**config.mk**
```make
export PLATFORM = sky130hd
export DESIGN_NAME = lcd_scan_gen
export DESIGN_NICKNAME = d
export VERILOG_FILES = /design/src/rtl/lcd_scan_gen.sv
export SDC_FILE = /design/constraint.sdc
export NUM_CORES = 1
export LEC_CHECK = 0
export CORE_MARGIN = 5
export CORE_UTILIZATION = 50
export DETAILED_ROUTE_END_ITERATION = 12
export PLACE_DENSITY = 0.84
export SLEW_MARGIN = 10
export SYNTH_ARGS = -nofsm -noshare
export SYNTH_HDL_FRONTEND = slang
export SYNTH_SLANG_ARGS = --single-unit
export TNS_END_PERCENT = 1
```
**constraint.sdc**
```tcl
create_clock -name iCLK -period 3.7 [get_ports iCLK]
set_input_delay 0.555 -clock iCLK [delete_from_list [all_inputs] [get_ports iCLK]]
set_output_delay 0.555 -clock iCLK [all_outputs]
set_load 0.02 [all_outputs]
```
**src/rtl/lcd_scan_gen.sv**
```systemverilog
// ============================================================================
// lcd_scan_gen : parametrised LCD raster / pixel-request / output-pin generator
// Optional test-pattern bars enabled by defining LCD_SCAN_TEST_PATTERN_EN.
// Revision: 1.0
// ============================================================================
`default_nettype none

module lcd_scan_gen #(
  parameter int          H_SYNC       = 1,
  parameter int          H_BP         = 45,
  parameter int          H_ACT        = 800,
  parameter int          H_FP         = 210,
  parameter int          V_SYNC       = 1,
  parameter int          V_BP         = 22,
  parameter int          V_ACT        = 480,
  parameter int          V_FP         = 22,
  parameter int          COLOR_W      = 8,
  parameter int          RD_LAT       = 2,
  parameter bit          SYNC_ACT_LOW = 1'b1,
  parameter logic [23:0] UF_COLOR     = 24'hFF00FF
) (
  input  logic                   iCLK,
  input  logic                   iRST_n,
  input  logic                   iEN,
  input  logic [3*COLOR_W-1:0]   iRD_DATA,
  input  logic                   iRD_VALID,
  input  logic                   iUF_CLR,
`ifdef LCD_SCAN_TEST_PATTERN_EN
  input  logic                   iPATTERN,
`endif
  output logic                   oRD_REQ,
  output logic                   oNew_Frame,
  output logic                   oEnd_Frame,
  output logic                   oRUN,
  output logic                   oUNDERFLOW,
  output logic                   oHD,
  output logic                   oVD,
  output logic                   oDE,
  output logic [COLOR_W-1:0]     oLCD_R,
  output logic [COLOR_W-1:0]     oLCD_G,
  output logic [COLOR_W-1:0]     oLCD_B
);

  localparam int H_TOTAL = H_SYNC + H_BP + H_ACT + H_FP;
  localparam int V_TOTAL = V_SYNC + V_BP + V_ACT + V_FP;
  localparam int XW      = $clog2(H_TOTAL);
  localparam int YW      = $clog2(V_TOTAL);
  localparam int PW      = 3 * COLOR_W;
  localparam int DW      = $clog2(RD_LAT + 1);

  localparam logic [XW-1:0] c_xLast    = XW'(H_TOTAL - 1);
  localparam logic [YW-1:0] c_yLast    = YW'(V_TOTAL - 1);
  localparam logic [XW-1:0] c_hsEnd    = XW'(H_SYNC);
  localparam logic [YW-1:0] c_vsEnd    = YW'(V_SYNC);
  localparam logic [XW-1:0] c_xAct0    = XW'(H_SYNC + H_BP);
  localparam logic [YW-1:0] c_yAct0    = YW'(V_SYNC + V_BP);
  localparam logic [XW:0]   c_xActEnd  = (XW+1)'(H_SYNC + H_BP + H_ACT);
  localparam logic [YW:0]   c_yActEnd  = (YW+1)'(V_SYNC + V_BP + V_ACT);
  localparam logic [XW-1:0] c_xActLast = XW'(H_SYNC + H_BP + H_ACT - 1);
  localparam logic [YW-1:0] c_yActLast = YW'(V_SYNC + V_BP + V_ACT - 1);
  localparam logic [DW-1:0] c_drainLast = DW'(RD_LAT);

  // Zero-extend or truncate the 24-bit underflow colour to the pixel width.
  function automatic logic [PW-1:0] fitColor(input logic [23:0] c);
    logic [PW-1:0] r;
    r = '0;
    for (int i = 0; i < PW; i++) begin
      if (i < 24) r[i] = c[i];
    end
    return r;
  endfunction

  localparam logic [PW-1:0] c_ufColor = fitColor(UF_COLOR);

  typedef enum logic [1:0] {
    IDLE  = 2'd0,
    RUN   = 2'd1,
    DRAIN = 2'd2
  } state_t;

  state_t          r_state, w_stateNext;
  logic [XW-1:0]   r_x, w_xNext;
  logic [YW-1:0]   r_y, w_yNext;
  logic            r_stopPend, w_stopNext;
  logic [DW-1:0]   r_drain, w_drainNext;

  always_ff @(posedge iCLK or negedge iRST_n) begin
    if (!iRST_n) begin
      r_state    <= IDLE;
      r_x        <= '0;
      r_y        <= '0;
      r_stopPend <= 1'b0;
      r_drain    <= '0;
    end else begin
      r_state    <= w_stateNext;
      r_x        <= w_xNext;
      r_y        <= w_yNext;
      r_stopPend <= w_stopNext;
      r_drain    <= w_drainNext;
    end
  end

  always_comb begin
    w_stateNext = r_state;
    w_xNext     = r_x;
    w_yNext     = r_y;
    w_stopNext  = r_stopPend;
    w_drainNext = r_drain;
    unique case (r_state)
      IDLE: begin
        w_xNext    = '0;
        w_yNext    = '0;
        w_stopNext = 1'b0;
        if (iEN) w_stateNext = RUN;
      end
      RUN: begin
        // Stop request tracks the latest iEN; only acted on at the frame wrap.
        w_stopNext = ~iEN;
        if (r_x == c_xLast) begin
          w_xNext = '0;
          if (r_y == c_yLast) begin
            w_yNext = '0;
            if (r_stopPend) begin
              w_stateNext = DRAIN;
              w_drainNext = '0;
              w_stopNext  = 1'b0;
            end
          end else begin
            w_yNext = r_y + 1'b1;
          end
        end else begin
          w_xNext = r_x + 1'b1;
        end
      end
      DRAIN: begin
        if (r_drain == c_drainLast) w_stateNext = IDLE;
        else                        w_drainNext = r_drain + 1'b1;
      end
      default: w_stateNext = IDLE;
    endcase
  end

  logic w_run, w_hs, w_vs, w_act, w_xAct, w_yAct;

  assign w_run  = (r_state == RUN);
  assign w_xAct = (r_x >= c_xAct0) && ({1'b0, r_x} < c_xActEnd);
  assign w_yAct = (r_y >= c_yAct0) && ({1'b0, r_y} < c_yActEnd);
  assign w_hs   = w_run && (r_x < c_hsEnd);
  assign w_vs   = w_run && (r_y < c_vsEnd);
  assign w_act  = w_run && w_xAct && w_yAct;

  assign oRD_REQ    = w_act;
  assign oNew_Frame = w_run && (r_x == '0) && (r_y == '0);
  assign oEnd_Frame = w_act && (r_x == c_xActLast) && (r_y == c_yActLast);
  assign oRUN       = (r_state != IDLE);

  logic [RD_LAT-1:0] r_hsPipe, r_vsPipe, r_actPipe;

  always_ff @(posedge iCLK or negedge iRST_n) begin
    if (!iRST_n) begin
      r_hsPipe  <= '0;
      r_vsPipe  <= '0;
      r_actPipe <= '0;
    end else begin
      r_hsPipe[0]  <= w_hs;
      r_vsPipe[0]  <= w_vs;
      r_actPipe[0] <= w_act;
      for (int i = 1; i < RD_LAT; i++) begin
        r_hsPipe[i]  <= r_hsPipe[i-1];
        r_vsPipe[i]  <= r_vsPipe[i-1];
        r_actPipe[i] <= r_actPipe[i-1];
      end
    end
  end

  logic          w_actD;
  logic          w_patOn;
  logic [PW-1:0] w_barRgb;

  assign w_actD = r_actPipe[RD_LAT-1];

`ifdef LCD_SCAN_TEST_PATTERN_EN
  localparam logic [XW-1:0] c_barW = XW'(H_ACT / 8);

  logic [2:0]    r_barPipe [RD_LAT];
  logic [XW-1:0] w_xRel;
  logic [2:0]    w_barIdx;
  logic [2:0]    w_bar;

  assign w_xRel   = r_x - c_xAct0;
  assign w_barIdx = 3'(w_xRel / c_barW);
  assign w_bar    = r_barPipe[RD_LAT-1];

  always_ff @(posedge iCLK or negedge iRST_n) begin
    if (!iRST_n) begin
      for (int i = 0; i < RD_LAT; i++) r_barPipe[i] <= '0;
    end else begin
      r_barPipe[0] <= w_barIdx;
      for (int i = 1; i < RD_LAT; i++) r_barPipe[i] <= r_barPipe[i-1];
    end
  end

  // Bars white,yellow,cyan,green,magenta,red,blue,black reduce to inverted index bits.
  assign w_patOn  = iPATTERN;
  assign w_barRgb = {{COLOR_W{~w_bar[1]}}, {COLOR_W{~w_bar[2]}}, {COLOR_W{~w_bar[0]}}};
`else
  assign w_patOn  = 1'b0;
  assign w_barRgb = '0;
`endif

  logic [PW-1:0] w_rgb;
  logic          w_ufSet;

  always_comb begin
    w_rgb   = '0;
    w_ufSet = 1'b0;
    if (w_actD) begin
      if (w_patOn) begin
        w_rgb = w_barRgb;
      end else if (iRD_VALID) begin
        w_rgb = iRD_DATA;
      end else begin
        w_rgb   = c_ufColor;
        w_ufSet = 1'b1;
      end
    end
  end

  always_ff @(posedge iCLK or negedge iRST_n) begin
    if (!iRST_n) begin
      oHD        <= SYNC_ACT_LOW;
      oVD        <= SYNC_ACT_LOW;
      oDE        <= 1'b0;
      oLCD_R     <= '0;
      oLCD_G     <= '0;
      oLCD_B     <= '0;
      oUNDERFLOW <= 1'b0;
    end else begin
      oHD                      <= r_hsPipe[RD_LAT-1] ^ SYNC_ACT_LOW;
      oVD                      <= r_vsPipe[RD_LAT-1] ^ SYNC_ACT_LOW;
      oDE                      <= w_actD;
      {oLCD_R, oLCD_G, oLCD_B} <= w_rgb;
      // A new underflow outranks a clear in the same cycle.
      oUNDERFLOW               <= w_ufSet | (oUNDERFLOW & ~iUF_CLR);
    end
  end

endmodule

`default_nettype wire

```
=== Word-level counts from Yosys, hierarchy flattened ===
Index checks and enable logic that the tools add are counted.

* Word-level logic and storage cells: 86
* Bits in read-only memories: 0
* Memories: 0
* Bits in writable memories: 0
* Bits in latches: 0
* Bits in registers: 60
* Output and inout port bits: 32
* Input bits: 29

* Shift operators: 0
* $mul: 0
* Equal/unequal tests: 13
* Bitwise operators: 6
* Reductions and logical operators: 19
* $add $sub $neg: 3
* $lt $le $gt $ge: 6
* Div/mod/pow operators: 0
* Mux-type cells: 24

{| class="wikitable"
|+ Operators with widths
! cell !! count
|-
| 24-bit two-way mux || 2
|-
| 11-bit one-hot mux with 2 select lines || 1
|-
| 10-bit two-way mux || 2
|-
| 10-bit one-hot mux with 2 select lines || 1
|-
| 2-bit two-way mux || 9
|-
| 11-bit by 1-bit adder with 11-bit output, second input constant || 1
|-
| 11-bit by 10-bit == test with 1-bit output, second input constant || 1
|-
| 11-bit == test, second input constant || 1
|-
| 11-bit by 6-bit >= comparator with 1-bit output, second input constant || 1
|-
| 11-bit zero test || 1
|-
| 11-bit by 1-bit < comparator with 1-bit output, second input constant || 1
|-
| 11-bit by 10-bit < comparator with 1-bit output, second input constant || 1
|-
| 11-bit two-way mux || 1
|-
| 10-bit by 1-bit adder with 10-bit output, second input constant || 1
|-
| 10-bit == test, second input constant || 1
|-
| 10-bit by 9-bit == test with 1-bit output, second input constant || 1
|-
| 10-bit by 5-bit >= comparator with 1-bit output, second input constant || 1
|-
| 1-bit logical AND || 10
|-
| 10-bit zero test || 1
|-
| 10-bit by 1-bit < comparator with 1-bit output, second input constant || 1
|-
| 10-bit by 9-bit < comparator with 1-bit output, second input constant || 1
|-
| 5-bit AND reduction || 2
|-
| 2-bit != test, second input constant || 4
|-
| 2-bit one-hot mux with 3 select lines || 1
|-
| 13 further kinds || 24
|}

=== Longest topological paths before layout ===
Gate-level depths: netlist (run 1).

* Depth after elaboration: 6
* Mapped depth: 6
* Gate-level depth less buffers: 6

=== Worst setup path before layout (run 1) ===
OpenSTA, ideal clock, no wires.

* Kind: register to output
* Start point: register r_x[0]
* End point: output port oRD_REQ
* Buffers on the path: 0
* Stages on the path, launching flop included: 7
* Path slack: 1.419 ns
* Data arrival time: 1.726 ns
* Required time: 3.145 ns
* Path through: dfrtp_1 > inv_1 > ha_1 > or3b_2 > a21oi_1 > o21ai_0 > a31oi_1

* Longest elaborated chain between the ends: 4
* Elaborated cells on any way between the ends: 5
* Those cells by class: 2 x order compare; 3 x reduce/logical

{| class="wikitable"
|+ RTL lines
! element !! RTL line !! source
|-
| from (decl) || 82 || <nowiki>logic [XW-1:0] r_x, w_xNext;</nowiki>
|-
| from (signal assigned) || 96 || <nowiki>r_x <= w_xNext;</nowiki>
|-
| 11-bit by 6-bit >= comparator with 1-bit output or 11-bit by 10-bit < comparator with 1-bit output (tied branches) || 146 || <nowiki>assign w_xAct = (r_x >= c_xAct0) && ({1'b0, r_x} < c_xActEnd);</nowiki>
|-
| 1-bit logical AND (*) || 146 ||
|-
| 1-bit logical AND (*) (2 in a row) || 150 || <nowiki>assign w_act = w_run && w_xAct && w_yAct;</nowiki>
|-
| to (decl) || 31 || <nowiki>output logic oRD_REQ,</nowiki>
|}

Mark *: on every way between the ends. The rest lies on a longest branch, timed or not.

=== Worst setup path after layout (run 1) ===
* Start point: register r_state[0]
* End point: output port oRD_REQ

* Longest elaborated chain between the ends: 3

{| class="wikitable"
|+ RTL lines
! element !! RTL line !! source
|-
| from (decl) || 81 || <nowiki>state_t r_state, w_stateNext;</nowiki>
|-
| from (signal assigned) || 95 || <nowiki>r_state <= w_stateNext;</nowiki>
|-
| 2-bit by 1-bit == test with 1-bit output || 145 || <nowiki>assign w_run = (r_state == RUN);</nowiki>
|-
| 1-bit logical AND (2 in a row) || 150 ||
|}

No other way between the ends.

==> summary.txt, run 1 <==
dominant synthesized flop cell = dfrtp_1
Power Dens Cells = 425.1 nW/µm²
GRT Residual Overflow = 0
GPL Wtd Cong = 0.8633
crit path max fanout = 16
cts repair resizes = 0
vias in the first global route = 2269
die height = 85.90 µm
largest net degree at the start of global routing = 37
Post-Synth Adder-Cell Area = 3.910%
met1 Track Usage GR = 26.15%
syn nets = 319
DRC = 0
die area = 7379 µm²
reg-to-reg slack, setup = 1.59 ns
GR Layer Usage met3 = 6.148%
xor and xnor area share after synthesis = 1.520%
CTS clock-pin slew for the worst setup and hold paths = 0.07 ns
post-route setup TNS = 0 ns
Post-synth ARST share = 100.0%
DR vias/cell = 5.671
Post-Syn Area = 2880 µm²
drt wl/cell = 16.09 µm
Die X = 85.90 µm
Synth area leader = dfrtp_1
final worst-path cycle share = 88.67%
Antenna Violating Nets Remaining = 0
TritonCTS Buffers = 9
Synth warnings = 0
Area Growth Syn to Fin = 26.54%
clk_lat worst skew = 0.34 ns
Simple-Gate Fraction of Synth Area = 18.94%
R2R Path End = r_y[8]
CTS Root Cell = clkbuf_8
via count = 2348
Netlist cell types = 53
EDFF count, synth = 0
Setup crit start kind = flip-flop
RSZ-0062 raised after global routing = no
first-pass GRT wire length = 11260 µm
Worst Setup Path Type = flip-flop to output pin
Setup Skew = 0.005877 ns
FF/Latch Area = 1504 µm²
final WL = 6663 µm
Tmin final = 3.281 ns
core footprint = 5540 µm²
CTS Buffer Depth = 2
CTS HTree Levels = 3
syn avg cell area = 10.25 µm²
top cells by area, synth = dfrtp_1 (50%), inv_1 (4.2%), a21oi_1 (4.0%)
Worst slew margin = 45.28%
Max Slew Vio Count = 0
Critical Path RT = 3.14 ns
Starting Density = 51.99%
total track usage = 19.47%
CTS tree = built
Hold Violations, Final = 0
cell row count = 27
multi-input logic area = 1132 µm²
largest family of logic cells by synthesized area = simple AND/OR/NAND/NOR gates
# clock sinks = 60
Highest Clock Rate = 304.8 MHz
Inst Count DP = 398
DR pass1 iterations = 4
Port Buffers = 60
post-synthesis sequential area ratio = 52.22%
Mapped Cells = 281
FF+latch count, synth = 60
share of cells above drive strength 1 = 9.064%
met2 usage = 29.22%
post-CTS setup buffers = 0
Non-Filler Instances = 414
Pleak = 1.671 nW
max_cap viols = 0
n_diodes = 0
HP Class = input pin to async pin
Starting DRT DRC Count = 125
CP endpoint kind = output pin
hold_buf cts = 0
Tightest Pin Transition = 0.8182 ns
dpl hpwl = 4766 µm
VDD IR-drop max = 0.0002346 V
mux contribution to synthesized area = 0%
Finish-stage setup viols = 0
Top Ports = 61
post-synth top area share = 50.39%
Synth Area in Compound Gates = 14.94%
initial antenna violation count = 0
Worst Path Arrival = 2.73 ns
reg2reg start = r_x[1]
# nets final = 375
status = complete, no violations
FILL cells = 420
Most Crowded Layer GR = met2
Worst R2R Path Depth = 5
-- layout make-up --
class / count / area share [%]
clock buffer: 9 / 3.399
clock inverter: 7 / 1.854
inverter: 33 / 3.399
multi-input combinational: 172 / 31.07
sequential: 60 / 41.26
tap: 72 / 2.472
timing repair buffer: 61 / 16.55
-- logic make-up after synthesis --
group                    after synthesis
adder cells (fa/ha/maj)                9
flip-flops                            60
XOR/XNOR                               5
buffers and inverters                 49
AND/OR/NAND/NOR                       92
AO/OA/AOI/OAI                         66
-- worst max-delay path, stage by stage, from the launching register on --
cell and delay (ns):
dfrtp_1 0.64, nand2b_1 0.23, or3_1 0.37, a2111o_1 0.30, a31oi_1 0.19, clkdlybuf4s50_1 0.66
-- where the power goes --
part	internal [mW]	switching, mW	leakage [nW]
clock	0.306	0.263	0.0910
sequential	0.695	0.0802	0.801
combinational	0.0960	0.109	0.779
-- worst max path at each step --
| stage | to | slack (ns) | from |
|---|---|---|---|
| 6_report | oRD_REQ | 0.42 | r_state[0] |
| 5_1_grt | oRD_REQ | 0.28 | r_state[0] |
| 4_1_cts | oRD_REQ | 0.42 | r_state[0] |
| 3_5_place_dp | oRD_REQ | 0.80 | r_state[1] |
| 3_3_place_gp | oRD_REQ | 0.84 | r_state[0] |
| 2_1_floorplan | oRD_REQ | 1.42 | r_x[0] |
-- per-layer routing --
metal  vias to the layer above  part of all wire [%]
met2                       100                    44
met5                         -                     0
met1                      1133                    46
li1                       1102                     -
met4                         0                   1.4
met3                        13                   8.4
-- cell usage in the layout (no fill, tap or decap), types with 2 or more instances in the layout --
master / count
nand2_1: 11
nor4_1: 8
dfrtp_1: 58
nor2_1: 14
a22oi_1: 5
dfstp_2: 2
o21ai_0: 11
nand2b_1: 3
a22o_1: 2
a21o_1: 4
a21oi_1: 23
nand3_2: 2
nor3_1: 10
ha_1: 9
clkbuf_8: 9
a211oi_1: 2
o22ai_1: 3
or3_1: 5
clkdlybuf4s50_1: 59
inv_1: 32
clkinvlp_4: 3
o31ai_1: 2
nand4_1: 4
nor2b_1: 2
o32ai_1: 2
or4_1: 2
a31oi_1: 2
nand3_1: 12
clkinv_2: 3
xnor2_1: 4
and3_1: 10
-- state kept, by name (all words and copies together), names as in the netlist --
register,cells
r_vsPipe,2
oVD,1
r_y,10
oLCD_R,8
r_x,11
r_actPipe,2
oLCD_B,8
oDE,1
r_stopPend,1
oUNDERFLOW,1
r_state,2
r_hsPipe,2
r_drain,2
oLCD_G,8
oHD,1
-- cells in the mapped netlist (all sizes together) (5+ instances only) --
master  instances
a22oi           5
nand3          14
nor3           11
o21ai          12
inv            32
nor4            9
ha              9
nor2           14
a21oi          23
and3           10
nand2          11
buf            12
or3             5
dfrtp          58
-- stage by stage --
stage          hold WS, ns  setup slack, ns  util [%]  area (µm²)  power, mW
5_1_grt             0.3456           0.2819     65.79        3645      1.636
2_1_floorplan       0.2594            1.419         -        2880     0.9356
6_report            0.2862           0.4191     65.79        3645      1.549
4_1_cts             0.2989           0.4158     65.79        3645      1.559
3_3_place_gp        0.3330           0.8435     62.33        3453     0.9776
3_5_place_dp        0.3358           0.8047     62.33        3453     0.9879
Power figures use the tool's default switching activity.
==> run 2, diff against run 1 <==
--- a/config.mk
+++ b/config.mk
@@ -6,9 +6,9 @@
 export NUM_CORES = 1
 export LEC_CHECK = 0
 export CORE_MARGIN = 5
-export CORE_UTILIZATION = 50
+export CORE_UTILIZATION = 45
 export DETAILED_ROUTE_END_ITERATION = 12
-export PLACE_DENSITY = 0.84
+export PLACE_DENSITY = 0.77
 export SLEW_MARGIN = 10
 export SYNTH_ARGS = -nofsm -noshare
 export SYNTH_HDL_FRONTEND = slang
==> summary.txt, run 2 (synthesized netlist as in run 1, its figures left out) <==
Die X = 90.01 µm (+4.8%)
Port Buffers = 60 (unchanged)
Max Slew Vio Count = 0 (unchanged)
Critical Path RT = 3.14 ns (about the same)
cell row count = 29 (+7.4%)
Hold Slack = 0.3503 ns (+0.06408 ns)
HP Class = flip-flop to flip-flop
GRT Residual Overflow = 0 (unchanged)
die height = 90.01 µm (+4.8%)
TritonCTS Buffers = 9 (unchanged)
CTS Buffer Depth = 2 (unchanged)
via count = 2261 (-3.7%)
# clock sinks = 60 (unchanged)
Clock power frac = 42.6% (+5.9 points)
max reg flops = 11 (unchanged)
Tmin final = 3.240 ns (-0.04088 ns)
drt wl/cell = 15.09 µm (-6.2%)
share of cells above drive strength 1 = 9.064% (unchanged)
Highest Clock Rate = 308.6 MHz (+1.3%)
DR vias/cell = 5.396 (-4.9%)
vias in the first global route = 2166 (-4.5%)
total track usage = 16.15% (-3.3 points)
CTS HTree Levels = 3 (unchanged)
CP endpoint kind = output pin
Combinational Power Share = 11.8% (-1.5 points)
n_diodes = 0 (unchanged)
Finish-stage setup viols = 0 (unchanged)
first-pass GRT wire length = 10790 µm (-4.2%)
final worst-path cycle share = 87.57% (-1.1 points)
pre-CTS setup slack = 0.8082 ns (+0.003499 ns)
DR pass1 iterations = 4 (unchanged)
sw power = 0.4564 mW (+0.89%)
Worst Path Arrival = 2.69 ns (-0.04 ns)
Antenna Violating Nets Remaining = 0 (unchanged)
RSZ-0062 raised after global routing = no
Top reg by flops = r_x
status = complete, no violations
Top Registers = r_x x11, r_y x10
CTS Root Cell = clkbuf_8
post-CTS setup buffers = 0 (unchanged)
Setup crit start kind = flip-flop
DRC = 0 (unchanged)
FILL cells = 516 (+23%)
Worst Setup Path Type = flip-flop to output pin
largest net degree at the start of global routing = 45 (+22%)
clk_lat worst skew = 0.33 ns (about the same)
CTS tree = built
Power Dens Cells = 457.8 nW/µm² (+7.7%)
Area Growth Syn to Fin = 28.67%
Tightest Pin Transition = 0.9429 ns (+0.1247 ns)
FF/Latch Area = 1504 µm² (unchanged)
Worst Setup Slack, final = 0.4600 ns (+0.04088 ns)
most frequent cells in the layout = clkdlybuf4s50_1 (59), dfrtp_1 (58), inv_1 (32), a21oi_1 (23), nor2_1 (14)
Pleak = 1.696 nW (+1.5%)
commonest non-fill, non-tap cell in the layout = clkdlybuf4s50_1
VDD IR-drop max = 0.0003466 V (+48%)
Sequential Power Share = 45.6% (-4.4 points)
Starting Density = 45.88% (-6.1 points)
cts repair resizes = 0 (unchanged)
dpl hpwl = 4621 µm (-3.0%)
multi-input logic area = 1132 µm² (unchanged)
crit path max fanout = 16 (unchanged)
Setup Skew = 0.009603 ns (+0.003726 ns)
hold_buf cts = 0 (unchanged)
initial antenna violation count = 0 (unchanged)
max_cap viols = 0 (unchanged)
die area = 8101 µm² (+9.8%)
Top Ports = 61 (unchanged)
Worst slew margin = 37.14% (-8.1 points)
final WL = 6323 µm (-5.1%)
Int Pwr = 1.240 mW (+13%)
GPL Wtd Cong = 0.8932 (+3.5%)
Hold Violations, Final = 0 (unchanged)
Starting DRT DRC Count = 107 (-14%)
Sw Ratio = 26.90% (-2.3 points)
CTS clock-pin slew for the worst setup and hold paths = 0.07 ns (about the same)
core footprint = 6277 µm² (+13%)
post-route setup TNS = 0 ns (unchanged)
# nets final = 375 (unchanged)
-- run 2: cell count changes in the layout (fill, tap and decap cells not counted) --
cell	before	now
inv_6	0	1
clkinv_4	0	1
clkinv_2	3	0
clkinvlp_4	3	2
bufinv_16	1	3
-- run 2: critical path, stage by stage, from the launching register on --
cell	delay (ns)
dfrtp_1	0.62
nand2b_1	0.21
or3_1	0.36
a2111o_1	0.30
a31oi_1	0.19
clkdlybuf4s50_1	0.67
-- run 2: worst paths after layout --
kind / start / slack, ns / depth (start not counted) / to
setup / recovery: r_state[0] / 0.46 / 5 / oRD_REQ
hold / removal: r_vsPipe[1] / 0.35 / 1 / oVD
setup reg to reg: r_x[1] / 1.58 / 5 / r_y[8]
hold reg to reg: r_vsPipe[1] / 0.35 / 1 / oVD
max in group asynchronous: iRST_n / 2.55 / 2 / r_x[0]
min in group asynchronous: iRST_n / 0.36 / 1 / oLCD_B[3]
-- run 2: area by class of cell --
| type | count | share of cell area (%) |
|---|---|---|
| tap | 77 | 2.600 |
| inverter | 33 | 3.342 |
| sequential | 60 | 40.58 |
| clock buffer | 9 | 3.342 |
| multi-input combinational | 172 | 30.55 |
| timing repair buffer | 61 | 16.27 |
| clock inverter | 7 | 3.309 |
-- run 2: stage by stage --
stage	utilization (%)	area [µm²]	power [mW]	cells
floorplan	-	2880	0.9356	281
global placement	55.11	3460	0.9780	403
detailed placement	55.11	3460	0.9855	403
CTS	59.04	3706	1.715	419
global route	59.04	3706	1.789	419
finish	59.04	3706	1.697	419
-- run 2: metal layers --
metal | global-route usage, % | routed length [µm] | vias to the layer above
li1 | - | - | 1104
met1 | 22.42 | 3016 | 1073
met2 | 23.35 | 2769 | 76
met3 | 5.426 | 456 | 8
met4 | 6.079 | 80 | 0
met5 | 0 | 0 | -
-- run 2: power groups by stage --
stage               clock network, mW  logic (mW)  registers (mW)
finish                          0.723       0.200           0.774
detailed placement                  0       0.201           0.784
CTS                             0.741       0.202           0.772
global route                    0.775       0.230           0.784
global placement                    0       0.197           0.781
floorplan                           0       0.209           0.726
==> run 3, diff against run 2 <==
--- a/config.mk
+++ b/config.mk
@@ -5,6 +5,7 @@
 export SDC_FILE = /design/constraint.sdc
 export NUM_CORES = 1
 export LEC_CHECK = 0
+export CAP_MARGIN = 30
 export CORE_MARGIN = 5
 export CORE_UTILIZATION = 45
 export DETAILED_ROUTE_END_ITERATION = 12
==> summary.txt, run 3 (synthesized netlist as in run 1, its figures left out) <==
Max Slew Vio Count = 0 (unchanged)
R2R Path End = r_y[8]
Worst Setup Slack, final = 0.4599 ns (-0.00005600 ns)
Worst R2R Path Depth = 5 (unchanged)
CTS HTree Levels = 3 (unchanged)
Worst slew margin = 45.40% (+8.3 points)
GRT Residual Overflow = 0 (unchanged)
Clock power frac = 42.4% (-0.2 points)
Worst Setup Path Type = flip-flop to output pin
reg-to-reg slack, setup = 1.58 ns (about the same)
FILL cells = 513 (-0.58%)
max reg flops = 11 (unchanged)
VDD IR-drop max = 0.0003465 V (about the same)
hold_buf cts = 0 (unchanged)
post-CTS setup buffers = 0 (unchanged)
Setup Skew = 0.009873 ns (+0.0002700 ns)
RSZ-0062 raised after global routing = no
cts repair resizes = 0 (unchanged)
clk_lat worst skew = 0.33 ns (about the same)
max_cap viols = 0 (unchanged)
total track usage = 16.15% (unchanged)
drt wl/cell = 15.09 µm (about the same)
Tightest Pin Transition = 0.8164 ns (-0.1264 ns)
Setup crit start kind = flip-flop
Sw Ratio = 26.77% (-0.13 points)
Critical Path RT = 3.14 ns (about the same)
Int Pwr = 1.242 mW (+0.18%)
commonest non-fill, non-tap cell in the layout = clkdlybuf4s50_1
final WL = 6339 µm (+0.25%)
core footprint = 6277 µm² (unchanged)
Top reg by flops = r_x
status = complete, no violations
DR pass1 iterations = 4 (unchanged)
sw power = 0.4543 mW (-0.46%)
vias in the first global route = 2166 (unchanged)
largest net degree at the start of global routing = 45 (unchanged)
Worst Path Arrival = 2.69 ns (about the same)
# clock sinks = 60 (unchanged)
Starting DRT DRC Count = 111 (+3.7%)
CTS Root Cell = clkbuf_8
Top Ports = 61 (unchanged)
PnR Total Power = 1.697 mW (about the same)
die area = 8101 µm² (unchanged)
most frequent cells in the layout = clkdlybuf4s50_1 (59), dfrtp_1 (58), inv_1 (32), a21oi_1 (23), nor2_1 (14)
share of cells above drive strength 1 = 9.329% (+0.27 points)
TritonCTS Buffers = 9 (unchanged)
reg2reg start = r_x[1]
crit path max fanout = 16 (unchanged)
pre-CTS setup slack = 0.8082 ns (unchanged)
Power Dens Cells = 455.4 nW/µm² (-0.53%)
die height = 90.01 µm (unchanged)
Highest Clock Rate = 308.6 MHz (about the same)
CTS tree = built
final instance area = 3726 µm² (+0.54%)
Sequential Power Share = 45.6% (about the same)
initial antenna violation count = 0 (unchanged)
DRC = 0 (unchanged)
Area Growth Syn to Fin = 29.37%
Die X = 90.01 µm (unchanged)
post-route setup TNS = 0 ns (unchanged)
CTS Buffer Depth = 2 (unchanged)
via count = 2259 (-0.088%)
CP endpoint kind = output pin
cell row count = 29 (unchanged)
first-pass GRT wire length = 10790 µm (unchanged)
Post-Place Cell Area = 3460 µm² (unchanged)
dpl hpwl = 4621 µm (unchanged)
Combinational Power Share = 12.0% (+0.2 points)
GPL Wtd Cong = 0.8932 (unchanged)
Pleak = 1.706 nW (+0.55%)
# nets final = 376 (+0.27%)
Port Buffers = 60 (unchanged)
final worst-path cycle share = 87.57% (about the same)
Antenna Violating Nets Remaining = 0 (unchanged)
HP Class = input pin to async pin
n_diodes = 0 (unchanged)
Tmin final = 3.240 ns (+0.00005600 ns)
DR vias/cell = 5.379 (-0.33%)
CTS clock-pin slew for the worst setup and hold paths = 0.07 ns (about the same)
Starting Density = 45.88% (unchanged)
Finish-stage setup viols = 0 (unchanged)
Hold Violations, Final = 0 (unchanged)
Top Registers = r_x x11, r_y x10
run 3: cell types whose count changed in the layout (fill, tap and decap cells not counted):
cell	before	now
buf_12	0	1
run 3: worst max-delay path by stage:
stage	startpoint	slack, ns	depth (start not counted)	endpoint
final	r_state[0]	0.46	5	oRD_REQ
after global routing	r_state[1]	0.24	5	oRD_REQ
after CTS	r_state[1]	0.43	5	oRD_REQ
after detailed placement	r_state[1]	0.81	5	oRD_REQ
after global placement	r_state[0]	0.83	5	oRD_REQ
after floorplan	r_x[0]	1.42	6	oRD_REQ
run 3: final cells by class:
class	count	area, µm²	area share (%)
Inverter	33	123.9	3.324
Clock buffer	9	123.9	3.324
Clock inverter	7	122.6	3.291
Tap cell	77	96.34	2.586
Multi-Input combinational cell	172	1132	30.39
Timing Repair Buffer	62	623.1	16.72
Sequential cell	60	1504	40.36
run 3: routing by layer:
metal  wire length [µm]  vias to the layer above  GRT usage, %  share of wire, %
met5                  0                        -             0                 0
met4                 55                        0         6.079              0.87
met1               3027                     1061         22.42                48
met3                492                        8         5.426               7.8
met2               2763                       84         23.35                44
li1                   -                     1106             -                 -
run 3: power by group through the flow:
stage                     clock (mW)  sequential, mW  combinational [mW]
final                          0.720           0.773               0.204
after global routing           0.775           0.784               0.233
after CTS                      0.741           0.772               0.202
after detailed placement           0           0.784               0.201
after global placement             0           0.781               0.197
after floorplan                    0           0.726               0.209
run 3: critical path, cell delays in order (launching register included):
cell and delay [ns]:
dfrtp_1 0.62, nand2b_1 0.21, or3_1 0.36, a2111o_1 0.30, a31oi_1 0.19, clkdlybuf4s50_1 0.67
run 3: through the flow:
| step | cells | utilization, % | hold WS [ns] |
|---|---|---|---|
| after global routing | 420 | 59.36 | 0.03041 |
| final | 420 | 59.36 | 0.04900 |
| after global placement | 403 | 55.11 | 0.3329 |
| after floorplan | 281 | - | 0.2594 |
| after CTS | 419 | 59.04 | 0.3474 |
| after detailed placement | 403 | 55.11 | 0.3389 |
